[config.mk]
export PLATFORM = sky130hd
export DESIGN_NAME = button_cmd_encoder
export DESIGN_NICKNAME = d
export VERILOG_FILES = /design/src/rtl/button_cmd_encoder_pkg.sv /design/src/rtl/button_cmd_encoder_btn_debounce.sv /design/src/rtl/button_cmd_encoder.sv
export SDC_FILE = /design/constraint.sdc
export NUM_CORES = 1
export LEC_CHECK = 0
export CAP_MARGIN = 30
export CORE_ASPECT_RATIO = 1.5
export CORE_UTILIZATION = 50
export CTS_CLUSTER_SIZE = 14
export DETAILED_ROUTE_END_ITERATION = 10
export MAX_ROUTING_LAYER = met4
export PLACE_DENSITY = 0.76
export REMOVE_ABC_BUFFERS = 1
export SYNTH_ARGS = -nofsm -noshare
export SYNTH_HDL_FRONTEND = slang
export SYNTH_SLANG_ARGS = --single-unit
[constraint.sdc]
create_clock -name clk -period 6.5 [get_ports clk]
set_input_delay 0.975 -clock clk [delete_from_list [all_inputs] [get_ports clk]]
set_output_delay 0.975 -clock clk [all_outputs]
set_load 0.1 [all_outputs]
[src/rtl/button_cmd_encoder_pkg.sv]
// button_cmd_encoder_pkg: shared press-FSM state encoding and direction constants
package button_cmd_encoder_pkg;
  typedef enum logic [1:0] {
    IDLE    = 2'd0,
    HOLD_UP = 2'd1,
    HOLD_DN = 2'd2,
    LOCK    = 2'd3
  } state_t;
  localparam logic DIR_UP = 1'b1;
  localparam logic DIR_DN = 1'b0;
endpackage

[src/rtl/button_cmd_encoder_btn_debounce.sv]
// btn_debounce: two-flop synchroniser followed by a tick-sampled hold-count debounce
module btn_debounce #(
  parameter int DEB_TICKS = 4,
  parameter int CNT_W     = 8
) (
  input  logic clk,
  input  logic reset,
  input  logic tick,
  input  logic btn_i,
  output logic deb_o
);
  localparam logic [CNT_W-1:0] DEB_N = CNT_W'(DEB_TICKS);
  logic [1:0]       sync_q;
  logic             deb_q, deb_d, diff, done;
  logic [CNT_W-1:0] cnt_q, cnt_d, cnt_inc;
  always_comb begin
    cnt_inc = cnt_q + 1'b1;
    diff    = sync_q[1] != deb_q;
    done    = tick && diff && cnt_inc == DEB_N;
    cnt_d   = !tick ? cnt_q : (!diff || done) ? '0 : cnt_inc;
    deb_d   = done ? ~deb_q : deb_q;
  end
  always_ff @(posedge clk) begin
    if (reset) begin
      sync_q <= '0;
      deb_q  <= 1'b0;
      cnt_q  <= '0;
    end else begin
      sync_q <= {sync_q[0], btn_i};
      deb_q  <= deb_d;
      cnt_q  <= cnt_d;
    end
  end
  assign deb_o = deb_q;
endmodule

[src/rtl/button_cmd_encoder.sv]
// button_cmd_encoder: debounced two-button press FSM producing counter enable/direction commands
module button_cmd_encoder
  import button_cmd_encoder_pkg::*;
#(
  parameter int DEB_TICKS    = 4,
  parameter int REPEAT_DELAY = 16,
  parameter int REPEAT_RATE  = 4,
  parameter int CNT_W        = 8
) (
  input  logic clk,
  input  logic reset,
  input  logic tick,
  input  logic button1,
  input  logic button2,
  output logic enable,
  output logic up_down,
  output logic locked
);
  localparam logic [CNT_W-1:0] DELAY_N = CNT_W'(REPEAT_DELAY);
  localparam logic [CNT_W-1:0] RATE_N  = CNT_W'(REPEAT_RATE);
  logic             d1, d2, own, other, step;
  state_t           state_q, state_d;
  logic [CNT_W-1:0] rpt_q, rpt_d;
  logic             en_q, en_d, dir_q, dir_d;
  btn_debounce #(.DEB_TICKS(DEB_TICKS), .CNT_W(CNT_W)) u_btn1 (
    .clk(clk), .reset(reset), .tick(tick), .btn_i(button1), .deb_o(d1)
  );
  btn_debounce #(.DEB_TICKS(DEB_TICKS), .CNT_W(CNT_W)) u_btn2 (
    .clk(clk), .reset(reset), .tick(tick), .btn_i(button2), .deb_o(d2)
  );
  // repeat countdown pauses while a pulse is out so enable never stays high two cycles
  always_comb begin
    state_d = state_q;
    rpt_d   = rpt_q;
    en_d    = 1'b0;
    dir_d   = dir_q;
    own     = state_q == HOLD_UP ? d1 : d2;
    other   = state_q == HOLD_UP ? d2 : d1;
    step    = tick && rpt_q != '0 && !en_q;
    case (state_q)
      IDLE: begin
        if (d1 && d2) begin
          state_d = LOCK;
        end else if (d1 || d2) begin
          state_d = d1 ? HOLD_UP : HOLD_DN;
          en_d    = 1'b1;
          dir_d   = d1 ? DIR_UP : DIR_DN;
          rpt_d   = DELAY_N;
        end
      end
      HOLD_UP, HOLD_DN: begin
        if (other) begin
          state_d = LOCK;
        end else if (!own) begin
          state_d = IDLE;
        end else if (step) begin
          en_d  = rpt_q == CNT_W'(1);
          dir_d = rpt_q == CNT_W'(1) ? (state_q == HOLD_UP ? DIR_UP : DIR_DN) : dir_q;
          rpt_d = rpt_q == CNT_W'(1) ? RATE_N : rpt_q - 1'b1;
        end
      end
      default: state_d = (d1 || d2) ? LOCK : IDLE;
    endcase
  end
  always_ff @(posedge clk) begin
    if (reset) begin
      state_q <= IDLE;
      rpt_q   <= '0;
      en_q    <= 1'b0;
      dir_q   <= DIR_UP;
    end else begin
      state_q <= state_d;
      rpt_q   <= rpt_d;
      en_q    <= en_d;
      dir_q   <= dir_d;
    end
  end
  assign enable  = en_q;
  assign up_down = dir_q;
  assign locked  = state_q == LOCK;
endmodule
==> results.toml <==
[drt]
drc_errors = 0
wl_per_cell_um = 13.42
first_pass_iters = 4
drt_iter0_drc = 22
ant_nets = 0
vias_per_cell = 6.000
drt-total-wl_um = 3798
vias = 1698

[timing]
period_minus_slack_ns = 3.154
fmax_mhz = 317.1
hold_viol = 0
setup_tns_ns = 0
setup_viol = 0
setup_ws_ns = 3.346
timing.final.crit_share = 0.4852
finClkSkew_ns = 0.004875
rsz0062_at_grt = "no"
tightest_slew_ns = 0.9620
max_slew_margin = 0.3567
slew_violations = 0

[cts]
cts_tree = "yes"
clkTransAtPathRegs_ns = 0.07
cts_made_buffers = 5
cts_setup_buffers = 0
root_buffer = "clkbuf_8"
post_cts_resized = 0
cts.sinks = 34
htreeDepth = 2
clockBufferDepth = 2
postCtsHoldBufs = 0
clkLatencyLatePin_ns = 0.29

[worst_setup_path]
critical_path_arrival_ns = 2.18
rr_worst_depth = 7
cp.required_ns = 5.52
start_kind = "flip-flop"
crit_fanout = 8
critPathBufInv = 1
crit_path_end_kind = "primary output"
crit_cells = 2
critPathTopFamily = "buffers and inverters"
critPathKind = "reg2out"
cpMaxStageDelayCell = "clkdlybuf4s50_1"
max_stage_delay_ns = 1.19
crit_chain = "ha_1 -> clkdlybuf4s50_1"

[global_route]
overflow = 0
antenna_found_initial = 0
gr-usage-all-layers = 0.2184
grt_pass1_vias = 1565
grt_pass1_wl_um = 6679
grt_max_degree = 36

[final_layout]
fin_area_sq_um = 2136
finish.cell_count_without_fillers = 283
fin_nets = 255
diodes = 0
drive_gt1_frac = 0.08333
syn_to_final_growth_pct = 9.283

[yosys]
yosys.area_share.simple = 0.2907
synth_largest_area_cell = "dfxtp_1"
ys_ff_latch = 34
ys.flop_type = "dfxtp_1"
syn_area_sq_um = 1954
async_reset_ff_frac = 0
synth.avg_cell_area_sq_um = 8.388
synth_cells = 233
yosys_warnings = 0
synth_edf_count = 0
synth_top_family_by_area = "simple AND/OR/NAND/NOR gates"
synth_cell_types = 48
synthAdderAreaFrac = 0.07042
synth_xor_area_frac = 0.01793
synthMuxAreaShare = 0.01601
synth_top_area_share = 0.3483
yosysSeqAreaShare = 0.3483
synth_area_leaders = "dfxtp_1 (35%), ha_1 (7.0%), o21ai_0 (4.6%)"
synth_compound_area_frac = 0.2164

[floorplan]
ios = 8
dieArea_sq_um = 4168
num_rows = 27
die_w_um = 53.05
core_sq_um = 3716
die_h_um = 78.57
initial_core_util = 0.5259

[min_path]
worstHoldPathCells = 1
hp-class = "reg2reg"

[power_and_ir_drop]
ir_drop_mv = 0.1396
finalPower_mw = 0.4382
p_leak_nw = 0.8375
powerDensity_nw_per_um2 = 205.2

[place]
gp_congestion = 0.8598
place_hpwl_um = 2608
portBuffers = 7
placed_area_sq_um = 2044
placedCellCount = 275
pre_cts_slack_ns = 3.217

[run_status]
outcome = "finished clean"

[run]
drv_cap = 0
[sequential cells by signal (all words and copies together) (netlist names)]
name           cells
rpt_q              8
u_btn1.cnt_q       8
u_btn2.cnt_q       8
state_q            2
u_btn1.sync_q      2
u_btn2.sync_q      2
enable             1
u_btn1.deb_o       1
u_btn2.deb_o       1
up_down            1
[area by class of cell]
cell class | count | area [sq um]
Fill cell | 359 | 1580
Multi-Input combinational cell | 180 | 1195
Sequential cell | 34 | 680.7
Clock buffer | 7 | 86.33
Timing Repair Buffer | 8 | 77.57
Tap cell | 43 | 53.80
Inverter | 10 | 37.54
Clock inverter | 1 | 5.005
[layout by cell type, fill, tap and decap left out, drive strengths merged, types with 9 or more instances in the layout]
cell   instances
ha            11
nand2         11
o21ai         20
inv           10
dfxtp         34
and3           9
nor2          22
nand3          9
a21oi         12
[cells in the mapped netlist, types with 2 or more instances]
cell type / number
dfxtp_1: 34
nor2_1: 22
o21ai_0: 18
a21oi_1: 12
ha_1: 11
nand2_1: 11
inv_1: 10
and3_1: 9
nand3_1: 9
clkbuf_1: 8
nor2b_1: 8
nand2b_1: 7
nor3_1: 7
nor4_1: 6
o41ai_1: 5
or3_1: 5
a22oi_1: 4
nand3b_1: 3
nor3b_1: 3
o211a_1: 3
o31ai_1: 3
xnor2_1: 3
a221oi_1: 2
a31o_2: 2
a31oi_1: 2
a32o_1: 2
mux2i_1: 2
o21a_1: 2
[routing by layer]
metal  vias up  track usage  share of wire
met5         -            -              0
met4         0       0.1105          0.022
met3         9      0.04457          0.027
met2        26       0.3544           0.48
met1       789       0.2458           0.47
li1        874            -              -
[path summary, 6_finish.rpt]
| check | slack (ns) | startpoint | to |
|---|---|---|---|
| hold / removal | 0.44 | u_btn1.sync_q[0]$_SDFF_PP0_ | u_btn1.sync_q[1]$_SDFF_PP0_ |
| hold reg to reg | 0.44 | u_btn1.sync_q[0]$_SDFF_PP0_ | u_btn1.sync_q[1]$_SDFF_PP0_ |
| setup reg to reg | 4.12 | u_btn1.deb_o$_SDFFE_PP0P_ | rpt_q[7]$_SDFFE_PP0P_ |
| setup / recovery | 3.35 | state_q[0]$_SDFFE_PP0P_ | locked |
[worst reg2reg max path, cell delays in order, from the launching register on]
cell,delay (ns)
dfxtp_1,0.50
inv_1,0.13
ha_1,0.27
o21ai_1,0.20
nand2b_1,0.17
or4b_4,0.57
or3_1,0.31
a31oi_1,0.16
[report_power, final]
| group | switching (mW) | internal, mW |
|---|---|---|
| Sequential | 0.00371 | 0.213 |
| Clock | 0.0782 | 0.0855 |
| Combinational | 0.0366 | 0.0217 |
[metrics by stage]
stage,hold slack [ns],util
after floorplan,0.4138,-
after global placement,0.4197,0.5502
after detailed placement,0.4283,0.5502
after CTS,0.4455,0.5747
after global routing,0.4610,0.5747
final,0.4429,0.5747
[cells by family (layout without fill, tap and decap cells)]
group           after synthesis  in the layout
compound gates               62             62
mux                           3              3
simple gates                100            100
fa+ha+maj                    11             11
buf+inv                      19             26
xor+xnor                      4              4
flops                        34             34
(Power assumes the default switching activity.)
